===== config.mk =====
export PLATFORM = sky130hd
export DESIGN_NAME = updown_mod_counter
export DESIGN_NICKNAME = d
export VERILOG_FILES = /design/src/rtl/counter_pkg.sv /design/src/rtl/count_prescaler.sv /design/src/rtl/updown_mod_counter.sv
export SDC_FILE = /design/constraint.sdc
export NUM_CORES = 1
export LEC_CHECK = 0
export ABC_AREA = 1
export CORE_AREA = 5 5 42 44
export CTS_BUF_LIST = sky130_fd_sc_hd__clkbuf_16
export CTS_CLUSTER_DIAMETER = 120
export DETAILED_ROUTE_END_ITERATION = 10
export DIE_AREA = 0 0 47 49
export PLACE_DENSITY = 0.68
export SYNTH_ARGS = -nofsm -noshare
export SYNTH_HDL_FRONTEND = slang
export SYNTH_SLANG_ARGS = --single-unit

===== constraint.sdc =====
create_clock -name clk -period 2.6 [get_ports clk]
set_input_delay 0.26 -clock clk [delete_from_list [all_inputs] [get_ports clk]]
set_output_delay 0.26 -clock clk [all_outputs]
set_load 0.03 [all_outputs]

===== src/rtl/counter_pkg.sv =====
// ---------------------------------------------------------------------------
// counter_pkg
// Shared constants for the up/down modulo counter family.
//   DIR_UP / DIR_DOWN   : encodings of the up_dn input
//   MODE_WRAP / MODE_SAT: encodings of the sat input
//   DEFAULT_WIDTH       : default counter width in bits
// ---------------------------------------------------------------------------
package counter_pkg;

  localparam int unsigned DEFAULT_WIDTH = 4;

  localparam logic DIR_UP    = 1'b1;
  localparam logic DIR_DOWN  = 1'b0;

  localparam logic MODE_SAT  = 1'b1;
  localparam logic MODE_WRAP = 1'b0;

endpackage : counter_pkg


===== src/rtl/count_prescaler.sv =====
// ---------------------------------------------------------------------------
// count_prescaler
// Divides enabled cycles by PRESCALE. tick is asserted combinationally on
// every PRESCALE-th enabled cycle, so the first tick arrives PRESCALE enabled
// cycles after reset or clear.
// Ports:
//   clk   : clock, rising edge
//   reset : synchronous active-low reset
//   en    : cycle qualifier; phase advances only while en=1
//   clr   : synchronous clear; wins over en and suppresses tick
//   tick  : step qualifier for the counter
// ---------------------------------------------------------------------------
module count_prescaler #(
  parameter int unsigned PRESCALE = 4
) (
  input  logic clk,
  input  logic reset,
  input  logic en,
  input  logic clr,
  output logic tick
);

  localparam int unsigned     PW   = $clog2(PRESCALE);
  localparam logic [PW-1:0]   LAST = PW'(PRESCALE - 1);

  logic [PW-1:0] phase;

  assign tick = en && !clr && (phase == LAST);

  // NOTE: sequential state is written with non-blocking assignments only, so
  // every flop samples the pre-edge values regardless of block ordering.
  always_ff @(posedge clk) begin
    if (!reset) begin
      phase <= '0;
    end else if (clr) begin
      phase <= '0;
    end else if (en) begin
      phase <= (phase == LAST) ? '0 : phase + 1'b1;
    end
  end

endmodule : count_prescaler


===== src/rtl/updown_mod_counter.sv =====
// ---------------------------------------------------------------------------
// updown_mod_counter
// Generic-width up/down counter with programmable terminal value MAX_VAL,
// synchronous parallel load (clamped to MAX_VAL), count enable and run-time
// wrap/saturate selection. Priority per edge: reset > load > en.
//
// Optional feature: define COUNTER_PRESCALE_EN to step only on every
// PRESCALE-th enabled cycle (prescaler cleared by reset and load). Without
// the macro every enabled cycle steps and PRESCALE is only range-checked.
//
// Ports:
//   clk      : clock, rising edge
//   reset    : synchronous active-low reset
//   en       : count enable
//   up_dn    : 1 = count up, 0 = count down
//   sat      : 1 = saturate at limits, 0 = wrap around
//   load     : synchronous load strobe
//   load_val : value to load (values above MAX_VAL load MAX_VAL)
//   count    : registered count, always within 0..MAX_VAL
//   at_limit : combinational, count sits at the limit in the current direction
//   wrap     : registered one-cycle pulse after a wrapping step
// ---------------------------------------------------------------------------
module updown_mod_counter
  import counter_pkg::*;
#(
  parameter int unsigned WIDTH    = DEFAULT_WIDTH,
  parameter int unsigned MAX_VAL  = 2**WIDTH - 1,
  parameter int unsigned PRESCALE = 4
) (
  input  logic             clk,
  input  logic             reset,
  input  logic             en,
  input  logic             up_dn,
  input  logic             sat,
  input  logic             load,
  input  logic [WIDTH-1:0] load_val,
  output logic [WIDTH-1:0] count,
  output logic             at_limit,
  output logic             wrap
);

  localparam logic [WIDTH-1:0] MAX_C = WIDTH'(MAX_VAL);

  // Elaboration-time parameter sanity checks.
  if (WIDTH < 2) begin : g_bad_width
    $error("updown_mod_counter: WIDTH must be at least 2");
  end
  if ((MAX_VAL < 1) || (MAX_VAL > (2**WIDTH - 1))) begin : g_bad_max
    $error("updown_mod_counter: MAX_VAL must lie in 1 .. 2**WIDTH-1");
  end
  if (PRESCALE < 2) begin : g_bad_prescale
    $error("updown_mod_counter: PRESCALE must be at least 2");
  end

  logic             step;
  logic [WIDTH-1:0] count_d;
  logic             wrap_d;

`ifdef COUNTER_PRESCALE_EN
  count_prescaler #(
    .PRESCALE (PRESCALE)
  ) u_prescaler (
    .clk   (clk),
    .reset (reset),
    .en    (en),
    .clr   (load),
    .tick  (step)
  );
`else
  assign step = 1'b1;
`endif

  // NOTE: every output of this block gets a default first, so no path leaves
  // a variable unassigned and no latch is inferred.
  always_comb begin
    count_d = count;
    wrap_d  = 1'b0;
    if (load) begin
      count_d = (load_val > MAX_C) ? MAX_C : load_val;
    end else if (en && step) begin
      if (up_dn == DIR_UP) begin
        if (count != MAX_C) begin
          count_d = count + 1'b1;
        end else if (sat == MODE_WRAP) begin
          count_d = '0;
          wrap_d  = 1'b1;
        end
      end else begin
        if (count != '0) begin
          count_d = count - 1'b1;
        end else if (sat == MODE_WRAP) begin
          count_d = MAX_C;
          wrap_d  = 1'b1;
        end
      end
    end
  end

  always_ff @(posedge clk) begin
    if (!reset) begin
      count <= '0;
      wrap  <= 1'b0;
    end else begin
      count <= count_d;
      wrap  <= wrap_d;
    end
  end

  assign at_limit = (up_dn == DIR_UP) ? (count == MAX_C) : (count == '0);

endmodule : updown_mod_counter


======== After elaboration in Yosys (flattened, before gate mapping) ========
Cells that the tools add are included.
storage, ports and cells
  word-level logic and storage cells ...... 29
  flip-flop bits (word level) ............. 5
  memory bits (writable) .................. 0
  output and inout port bits .............. 6
  bits in read-only memories .............. 0
  bits in latches ......................... 0
  memories ................................ 0
operators by class
  equal/unequal tests ..................... 4
  order comparisons ....................... 1
  reductions and logical operators ........ 5
  multiplexer cells ....................... 13
  divide/modulo/power cells ............... 0
  multiply operators ...................... 0
  bitwise gates (word level) .............. 2
  add/sub/neg operators ................... 2
  shifts and indexed selects .............. 0
operators by type and width
  operator               number
  $mux W4                8
  $ne A4 B2 Y1 const B   2
  $mux W1                5
  $add A4 B1 Y4 const B  1
  $eq A4 B4 Y1 const B   1
  $gt A4 B4 Y1 const B   1
  $logic_not A4 Y1       1
  $ne A4 B4 Y1 const B   1
  $reduce_bool A4 Y1     1
  $sub A4 B1 Y4 const B  1
  $reduce_and A3 Y1      1
  $reduce_or A3 Y1       1
  $not A1 Y1             2
  $reduce_bool A2 Y1     1

======== Logic depth before layout (Yosys ltp) ========
  word-level depth ........................ 5
  gate-level depth with buffers ........... 9

======== Worst setup path before layout ========
Ideal clock, no wire load.
  path kind ............................... register -> register
  start ................................... reg count[0]
  end ..................................... reg count[1]
  buffers on the path ..................... 0
  slack ................................... 0.995 ns
  arrival ................................. 1.486 ns
  period minus slack after synthesis ...... 1.605 ns
  data required time ...................... 2.480 ns
  stages on the path, launching flop included .. 8
  path through ............................ dfxtp_1 inv_1 ha_1 or2_2 nand3_1 nand2_1 nand2_1 a21oi_1
on the way
  word-level cells in the longest chain between the ends .. 5
  elaborated cells between the ends (all ways) .. 12
  classes of those cells .................. 2 x add/sub; 3 x eq/ne; 5 x mux; 2 x reduce/logical
RTL lines
  element                                      line                                                text
  start: declaration                           updown_mod_counter.sv:37                            output logic [WIDTH-1:0] count,
  start signal: assignment                     updown_mod_counter.sv:104                           count <= count_d;
  $sub A4 B1 Y4, or another cell as far along  updown_mod_counter.sv:90                            count_d = count - 1'b1;
  $mux W4 (on tied branches)                   updown_mod_counter.sv:89, updown_mod_counter.sv:82
  $mux W4                                      updown_mod_counter.sv:81                            if (up_dn == DIR_UP) begin
  $mux W4                                      updown_mod_counter.sv:80                            end else if (en && step) begin
  $mux W4                                      updown_mod_counter.sv:78                            if (load) begin
Parallel ways exist; a longest one is shown, timed or not. The select of a mux whose other input is x is not followed.
A chain may end at the register's enable or synchronous reset.

======== Final worst setup path ========
  start ................................... reg count[0]
  end ..................................... out at_limit
on the way
  word-level cells in the longest chain between the ends .. 2
  elaborated cells between the ends (all ways) .. 3
  classes of those cells .................. 1 x eq/ne; 1 x mux; 1 x reduce/logical
RTL lines
  element                                           line                       text
  $eq A4 B4 Y1 or $logic_not A4 Y1 (tied branches)  updown_mod_counter.sv:109  assign at_limit = (up_dn == DIR_UP) ? (count == MAX_C) : (count == '0);
  $mux W1 (*)                                       updown_mod_counter.sv:109
  end: declaration                                  updown_mod_counter.sv:38   output logic at_limit,
Every way passes the cells marked *; elsewhere a longest branch is shown, timed or not.

==> impl_results.rst <==
.. list-table::
   :header-rows: 1

   * - Metric
     - Value
   * - Critical Path RT
     - 2.34 ns
   * - Number of unique standard cell types used by synthesis
     - 18
   * - Core ar.
     - 0.00140 mm2
   * - Iteration-0 DRC count of the detailed router
     - 11
   * - Path class of the lowest-slack min-delay path
     - register to register
   * - RR Endpoint
     - count[1]
   * - Final instance count without filler cells
     - 110
   * - Switching part of the total power
     - 27.0%
   * - Total negative setup slack
     - 0 ns
   * - Wire length on met1
     - 493 um
   * - R2r worst-path depth
     - 7
   * - Comb power frac
     - between 20% and 30%
   * - CP Class
     - register to primary output
   * - Area enclosed by the die boundary
     - 0.00230 mm2
   * - Clock slew at the register clock pins of the worst setup and hold paths
     - 0.03 ns
   * - Clock insertion delay at the later pin of the skew report
     - 0.23 ns
   * - Number of clock sinks seen by CTS
     - 5
   * - Share of the yosys chip area belonging to registers
     - 22.7%
   * - DPL Wire Length
     - between 800 and 900 um
   * - Area growth, synth to finish
     - 53.8%
   * - Worst clock skew on the final layout
     - ~0.0022 ns
   * - R2R Setup Slk
     - 1.07 ns
   * - Gpl congestion
     - just over 0.8
   * - Total setup buffers inserted after CTS
     - 0
   * - Count of cells resized by post-cts repair
     - 0
   * - Worst setup path start
     - count[0]
   * - Average cell area after synthesis
     - about 5.8 um2
   * - Number of cells after detailed placement
     - approximately 110
   * - CTS buffer count
     - 3
   * - Seq pwr share
     - 21.2%
   * - Via count of the first global-routing pass
     - 446
   * - Worst-Margin Slew
     - approximately 0.33 ns
   * - Static leakage
     - 0.000330 uW
   * - Share of the clock period used by the worst path
     - just over 80%
   * - Number of max-slew violations in the final report
     - 0
   * - WL final
     - 1130 um
   * - CTS hold repair buffers
     - 0
   * - Height of the die
     - 49 um
   * - Detail-routed via count per cell
     - 4.73
   * - Remaining global-route overflow
     - 0
   * - Routed wirelength normalized by instance count
     - 10.3 um
   * - Kind of start point of the critical path
     - register
   * - Largest fanout on the critical path
     - 7
   * - Element type at the critical path end
     - primary output
   * - Status
     - finished, final reports clean
   * - Share of final-layout standard cells stronger than drive strength 1
     - 10.6%
   * - Yosys synthesis warning count
     - 0
   * - Cell area after technology mapping
     - around 440 um2
   * - Startpoint of the most critical register-to-register path
     - count[0]
   * - Top layer reached by signal wires
     - met4
   * - Count of antenna diodes in the layout
     - 0
   * - Count of final hold-check violations
     - 0
   * - Metal3 WL
     - 56 um
   * - ANT nets after route
     - 0
   * - Final critical-path setup slack
     - between 0.4 and 0.5 ns
   * - Root Buffer
     - sky130_fd_sc_hd__clkbuf_16
   * - # nets final
     - 107
   * - Starting density of the core
     - 31.5%
   * - Clock tree from TritonCTS
     - yes
   * - DP Worst Slack
     - about 0.54 ns
   * - Fmax
     - 0.466 GHz
   * - Global-route total usage across every layer
     - 10.9%
   * - Placement row count
     - 14
   * - Internal portion of total power
     - 330 uW
   * - Maximum buffer depth of the clock tree
     - 2
   * - Maximum number of pins on one net before global-route repair
     - 11
   * - Switching power
     - 122 uW
   * - Maximum capacitance violations
     - 0
   * - Max VDD drop
     - about 0.00037 V
   * - Power density over the cells
     - 665 mW/mm2
   * - Gate count after technology mapping
     - 76
   * - Data arrival at the endpoint of the critical path
     - 1.88 ns
   * - Max-Slew Margin vs Limit
     - 78.3%
   * - Number of antenna violations at the first check in global routing
     - 0
   * - Detailed-routed wire length on met2
     - about 570 um
   * - Crit path capture
     - at_limit
   * - Vias
     - 520
   * - Setup repair after global routing missed its margin
     - no
   * - Commonest non-fill, non-tap cell in the layout
     - sky130_fd_sc_hd__nand2_1
   * - Count of state elements after synthesis
     - 5
   * - Most used cells in the layout excluding fill and tap cells
     - 27 x sky130_fd_sc_hd__nand2_1, 15 x sky130_fd_sc_hd__clkdlybuf4s50_1, 12 x sky130_fd_sc_hd__inv_1
   * - Detailed-routing iteration count for the pre-antenna-repair pass
     - 4
   * - Post-synth net total
     - 88
   * - Tmin final
     - roughly 2.1 ns
   * - Depth of the CTS H-tree
     - 1
   * - Number of filler instances in the final layout
     - 156
   * - Floorplan die width
     - between 40 and 50 um
   * - Final count of negative-setup-slack endpoints
     - 0
   * - Count of unresolved DRC violations after routing
     - 0
   * - Clock power share
     - between 50% and 60%
   * - Input/output buffers
     - 15
   * - First-pass GRT wire length
     - 1770 um
   * - Total I/O pin count
     - 16
[cell usage after synthesis]
| master | instances | area share, % |
|---|---|---|
| sky130_fd_sc_hd__nand2_1 | 27 | 23 |
| sky130_fd_sc_hd__inv_1 | 11 | 9.3 |
| sky130_fd_sc_hd__nand3_1 | 7 | 7.9 |
| sky130_fd_sc_hd__dfxtp_1 | 5 | 23 |
| sky130_fd_sc_hd__nor2_1 | 5 | 4.2 |
| sky130_fd_sc_hd__a21oi_1 | 4 | 4.5 |
| sky130_fd_sc_hd__a21oi_2 | 2 | 4.0 |
| sky130_fd_sc_hd__ha_1 | 2 | 5.7 |
| sky130_fd_sc_hd__inv_2 | 2 | 1.7 |
| sky130_fd_sc_hd__nand4_1 | 2 | 2.8 |
| sky130_fd_sc_hd__o21ai_0 | 2 | 2.3 |
| sky130_fd_sc_hd__and3_1 | 1 | 1.4 |
| sky130_fd_sc_hd__buf_6 | 1 | 2.5 |
| sky130_fd_sc_hd__nand3_2 | 1 | 2.3 |
| sky130_fd_sc_hd__nor2_2 | 1 | 1.4 |
| sky130_fd_sc_hd__nor3_1 | 1 | 1.1 |
| sky130_fd_sc_hd__o211ai_1 | 1 | 1.7 |
| sky130_fd_sc_hd__or2_2 | 1 | 1.4 |
[metal layers]
layer,track usage [%],vias to the layer above
li1,-,275
met1,12.5,230
met2,15.8,13
met3,5.90,2
met4,5.53,0
met5,0,-
[worst min path at each step]
stage,cells past startpoint,endpoint,start,slack [ns]
after floorplan,2,count[3],reset,0.44
after global placement,2,count[1],count[1],0.55
after detailed placement,2,count[1],count[1],0.55
after CTS,2,count[1],count[1],0.56
after global routing,2,count[1],count[1],0.59
final,2,count[1],count[1],0.55
[logic make-up (layout without fill, tap and decap cells)]
family	Yosys count	in the layout	synth area share, %
and+or+nand+nor	46	46	45.6
DFF	5	5	22.7
AOI/OAI and AO/OA	9	9	12.5
buffers and inverters	14	32	13.6
adders and majority gates	2	2	5.66
[worst max-delay path, cell delays in order (launching register included)]
cell	delay, ns
sky130_fd_sc_hd__dfxtp_1	0.44
sky130_fd_sc_hd__ha_1	0.21
sky130_fd_sc_hd__nand3_1	0.08
sky130_fd_sc_hd__nand2_1	0.08
sky130_fd_sc_hd__inv_1	0.06
sky130_fd_sc_hd__a21oi_2	0.12
sky130_fd_sc_hd__clkdlybuf4s50_1	0.68
[sequential cells by signal (all words and copies together) (netlist names)]
register / flops
count: 4
wrap: 1
[through the flow]
stage / hold WS (ns) / util (%) / power, uW / cell area, um2
after floorplan: 0.442 / - / 162 / 442
after global placement: 0.548 / 42.9 / 200 / 601
after detailed placement: 0.550 / 42.9 / 201 / 601
after CTS: 0.558 / 48.5 / 458 / 679
after global routing: 0.593 / 48.5 / 476 / 679
final: 0.554 / 48.5 / 452 / 679
[final cells by class]
class / count / area (um2) / share of cell area, %
clock buffers: 3 / 75.1 / 11.0
clock inverters: 1 / 3.75 / 0.552
inverters: 13 / 48.8 / 7.18
multi-input cells: 57 / 282 / 41.4
flip-flops and latches: 5 / 100 / 14.7
well taps: 16 / 20.0 / 2.95
repair buffers: 15 / 150 / 22.1
[power by group through the flow]
stage	Clock (uW)	Sequential, uW	Combinational [uW]
after detailed placement	0	96.3	105
after global placement	0	96.5	104
after CTS	257	95.4	106
after global routing	264	96.7	116
after floorplan	0	104	58.3
final	251	95.6	105
No activity file was read; power rests on OpenSTA's default activity.
==> variant 1, RTL diff (config.mk and constraints unchanged) <==
The package constant `DEFAULT_WIDTH` goes from 4 to 3.
--- a/src/rtl/counter_pkg.sv
+++ b/src/rtl/counter_pkg.sv
@@ -7,7 +7,7 @@
 // ---------------------------------------------------------------------------
 package counter_pkg;
 
-  localparam int unsigned DEFAULT_WIDTH = 4;
+  localparam int unsigned DEFAULT_WIDTH = 3;
 
   localparam logic DIR_UP    = 1'b1;
   localparam logic DIR_DOWN  = 1'b0;
Interface: changed (resized count and load_val); port bits go from 16 to 14. No check against the original RTL was run, so the function may have changed too.
==> variant 1 against the original RTL <==
Critical path type unchanged. Highest routed layer unchanged. Critical path depth rose by 1. Via count fell by 12%. Cell area shrank 8.8%. First-iteration DRC count increased by 9.1%. Power down 8.6%. Count of clock-buffer cells in the layout did not move. Sequential cell count is 1 lower. Setup slack lost 0.0070 ns. Synthesized area shrank 9.1%. Worst hold slack got worse by 0.057 ns. Routed wire length shrank 9.2%. Sequential power is 24% lower.
==> variant 1: results <==
group,metric,value,unit
sta,worstMarginPinSlew,0.3141,ns
yosys,synth_common_cells,"nand2_1, nor2_1, inv_1",
grt,grt_pass1_wl,1.725,mm
grt,grt_usage,0.1126,
power_and_ir_drop,p_leak,0.3035,nW
grt,grt_use_met3,0.05535,
place,io_buffers,13,
sta,hold_ws,0.4965,ns
place,hpwl,807.7,um
grt,antenna_found_initial,0,
finish,n_antenna_cell,0,
finish,drive_above_1_share,0.09756,
routing,num_vias,459,
routing,wl_met1,422,um
clock_network,clock_latency,0.23,ns
routing,post_drt_wl_per_cell,10.51,um
routing,drtIter0Drc,12,
setup_path,reg2reg_from,"count[0]$_SDFFE_PN0P_",
yosys,ys_types,14,
setup_path,timing.rr.end,"count[2]$_SDFFE_PN0P_",
yosys,seq_area_frac_synth,0.1994,
setup_path,reg2reg_slack,1.25,ns
power_and_ir_drop,swShare,0.2590,
routing,dr_wl_met2,468,um
setup_path,crit_fanout,4,
grt,grt_max_degree,9,
power_and_ir_drop,max-vdd-ir-drop,0.0003336,V
sta,skew,0.0004719,ns
yosys,synthesis.nets,81,
grt,grt_use_met2,0.1403,
finish,nFillCells,152,
routing,wl_met3,95,um
outcome,status,"completed",
place,gp_congestion,0.8497,
finish,reg.largest.list,"count x3, wrap x1",
grt,met1_usage,0.1294,
clock_network,clkTransAtPathRegs,0.03,ns
setup_path,worstRegToRegCells,9,
finish,nets,98,
variant 1: changes by cell type after synthesis, moves of 2 or more:
cell | before | now
nor2_1 | 5 | 9
o21ai_0 | 2 | 0
nand3_1 | 7 | 5
inv_1 | 11 | 8
ha_1 | 2 | 5
a21oi_2 | 2 | 0
nand2_1 | 27 | 23
variant 1: metrics by stage:
| step | instance area, sq um | power, mW | cells | setup WS [ns] |
|---|---|---|---|---|
| global placement | 544.3 | 0.1686 | 95 | 0.5493 |
| detailed placement | 544.3 | 0.1690 | 95 | 0.5442 |
| CTS | 619.3 | 0.4181 | 98 | 0.4421 |
| finish | 619.3 | 0.4126 | 98 | 0.4489 |
| global route | 619.3 | 0.4369 | 98 | 0.3453 |
| floorplan | 401.6 | 0.1324 | 67 | 1.082 |
variant 1: area by class of cell:
type                    count  area share
multi-input cells          52      0.4465
inverters                  10     0.06061
repair buffers             13      0.2101
well taps                  16     0.03232
flip-flops and latches      4      0.1293
clock buffers               3      0.1212
variant 1: kinds of logic (layout without fill, tap and decap cells):
logic type                 count (synthesis)  in the layout  share of synthesized area
DFF                                        4              4                     0.1994
adders and majority gates                  5              5                     0.1558
buffers and inverters                     11             26                     0.1122
and+or+nand+nor                           43             43                     0.4829
AOI/OAI and AO/OA                          4              4                    0.04985
variant 1: power by group through the flow:
stage / logic (mW) / registers, mW / clock network, mW
floorplan: 0.0502 / 0.0822 / 0
global placement: 0.0952 / 0.0734 / 0
detailed placement: 0.0956 / 0.0734 / 0
CTS: 0.0964 / 0.0726 / 0.249
global route: 0.108 / 0.0737 / 0.255
finish: 0.0958 / 0.0723 / 0.244
variant 1: worst reg2reg max path, delay by kind of cell (launching register included):
family	cells	cell delay (ns)
buffers and inverters	2	0.15
AND/OR/NAND/NOR	6	0.57
flip-flops	1	0.32
adder cells (fa/ha/maj)	1	0.19
==> variant 2, RTL diff (config.mk and constraints unchanged) <==
Made on the original files. Register the inputs `up_dn`, `sat` and `load_val` before use, with the module's reset. The logic sees them one clock later. The other inputs are not delayed to match.
--- a/src/rtl/updown_mod_counter.sv
+++ b/src/rtl/updown_mod_counter.sv
@@ -41,6 +41,22 @@
 
   localparam logic [WIDTH-1:0] MAX_C = WIDTH'(MAX_VAL);
 
+  logic up_dn_q;
+  logic sat_q;
+  logic [WIDTH-1:0] load_val_q;
+
+  always_ff @(posedge clk) begin
+    if (!reset) begin
+      up_dn_q    <= '0;
+      sat_q      <= '0;
+      load_val_q <= '0;
+    end else begin
+      up_dn_q    <= up_dn;
+      sat_q      <= sat;
+      load_val_q <= load_val;
+    end
+  end
+
   // Elaboration-time parameter sanity checks.
   if (WIDTH < 2) begin : g_bad_width
     $error("updown_mod_counter: WIDTH must be at least 2");
@@ -76,19 +92,19 @@
     count_d = count;
     wrap_d  = 1'b0;
     if (load) begin
-      count_d = (load_val > MAX_C) ? MAX_C : load_val;
+      count_d = (load_val_q > MAX_C) ? MAX_C : load_val_q;
     end else if (en && step) begin
-      if (up_dn == DIR_UP) begin
+      if (up_dn_q == DIR_UP) begin
         if (count != MAX_C) begin
           count_d = count + 1'b1;
-        end else if (sat == MODE_WRAP) begin
+        end else if (sat_q == MODE_WRAP) begin
           count_d = '0;
           wrap_d  = 1'b1;
         end
       end else begin
         if (count != '0) begin
           count_d = count - 1'b1;
-        end else if (sat == MODE_WRAP) begin
+        end else if (sat_q == MODE_WRAP) begin
           count_d = MAX_C;
           wrap_d  = 1'b1;
         end
@@ -106,7 +122,7 @@
     end
   end
 
-  assign at_limit = (up_dn == DIR_UP) ? (count == MAX_C) : (count == '0);
+  assign at_limit = (up_dn_q == DIR_UP) ? (count == MAX_C) : (count == '0);
 
 endmodule : updown_mod_counter
 
Function: changed (Yosys sat finds a counterexample within 4 cycles, from zero or initial values and one cycle with reset low).
==> variant 2 against the original RTL <==
Routed wire length is 31% higher. Power grew 31%. Cell area up 28%. Setup slack got worse by 0.089 ns. Combinational power increased by 16%. Sequential cell count grew 6. Synthesized area up 44%. Utilization is 13 points higher. Largest power group unchanged.
==> variant 2: results <==
group,metric,value,unit
outcome,status,"completed",
setup_path,critPathTopFamily,"buffers and inverters",
yosys,synth_ff_type,"dfxtp_1",
sta,skew,0.002046,ns
yosys,ys_types,21,
clock_network,cts_htree_levels,1,
finish,nFillCells,138,
finish,n_antenna_cell,0,
finish,reg.largest.list,"count x4, load_val_q x4",
grt,antenna_found_initial,0,
clock_network,cts_made_buffers,3,
finish,drive_above_1_share,0.1071,
routing,drtIter0Drc,14,
routing,wl,1.489,mm
clock_network,clock_latency,0.24,ns
place,hpwl,1.094,mm
yosys,synthTopCellsByArea,"dfxtp_1, nand2_1, inv_1",
clock_network,cts_resized,0,
power_and_ir_drop,p_leak,0.4388,nW
sta,relSlewSlack,0.7696,
routing,drt_pass1_iterations,5,
yosys,syn-instance-count,95,
setup_path,arrival,1.97,ns
finish,stdcell_count,128,
place,gp_congestion,0.8018,
min_path,hold_path_class,"reg -> reg",
place,dp_cells,124,
setup_path,critPathMaxStageDelay,0.66,ns
yosys,ys_ff_latch,11,
routing,via_per_inst,5.031,
setup_path,slowest_stage,"clkdlybuf4s50_1",
grt,grt_pass1_vias,566,
clock_network,clkTransAtPathRegs,0.04,ns
setup_path,crit_fanout,7,
power_and_ir_drop,max-vdd-ir-drop,0.0003483,V
routing,drc,0,
clock_network,cts.path.max_buffers,2,
yosys,seq_area_frac_synth,0.3458,
place,dp_worst_setup_slack,0.6478,ns
grt,grt_max_degree,10,
place,io_buffers,15,
grt,grt_pass1_wl,2.373,mm
yosys,synth_common_cells,"nand2_1, inv_1, dfxtp_1, nor2_1, nand3_1",
grt,grt_usage,0.1453,
finish,syn2layout_area_growth,36.15,%
yosys,synthesis.nets,107,
place,place_area,788.3,sq um
yosys,ys_warn_count,0,
variant 2: power breakdown:
group | internal (mW) | total, mW | switching (mW)
sequential | 0.181 | 0.195 | 0.0146
clock | 0.202 | 0.276 | 0.0740
combinational | 0.0526 | 0.122 | 0.0691
variant 2: path summary, 6_finish.rpt:
path,from,endpoint,slack [ns],cells after the start
worst max-delay path,count[1]$_SDFFE_PN0P_,at_limit,0.37,6
worst min-delay path,sat_q$_SDFF_PN0_,wrap$_SDFF_PP0_,0.49,1
worst max register to register,count[1]$_SDFFE_PN0P_,count[3]$_SDFFE_PN0P_,1.15,8
worst min register to register,sat_q$_SDFF_PN0_,wrap$_SDFF_PP0_,0.49,1
variant 2: worst register-to-register path, delay by kind of cell (launching register included):
family                     cells  cell delay (ns)
AOI/OAI and AO/OA              1             0.13
adders and majority gates      1             0.26
buffers and inverters          1             0.05
DFF                            1             0.47
and+or+nand+nor                5             0.44
variant 2: logic make-up after synthesis:
family,Yosys count,synth area share
buffers and inverters,19,0.1297
AND/OR/NAND/NOR,56,0.4145
adder cells (fa/ha/maj),2,0.03929
AO/OA/AOI/OAI,7,0.07072
flip-flops,11,0.3458
variant 2: layout make-up:
cell class	count	area, sq um	share of cell area
Clock buffer	3	75.07	0.08658
Inverter	17	63.81	0.07359
Tap cell	16	20.02	0.02309
Clock inverter	1	3.754	0.004329
Timing Repair Buffer	15	150.1	0.1732
Multi-Input combinational cell	65	334.1	0.3853
Sequential cell	11	220.2	0.2540
variant 2: layer usage:
metal | part of all wire | GRT usage | up-vias
met3 | 0.081 | 0.03690 | 7
met1 | 0.41 | 0.1589 | 281
met2 | 0.47 | 0.2330 | 29
met4 | 0.035 | 0.09677 | 0
li1 | - | - | 327
met5 | 0 | 0 | -
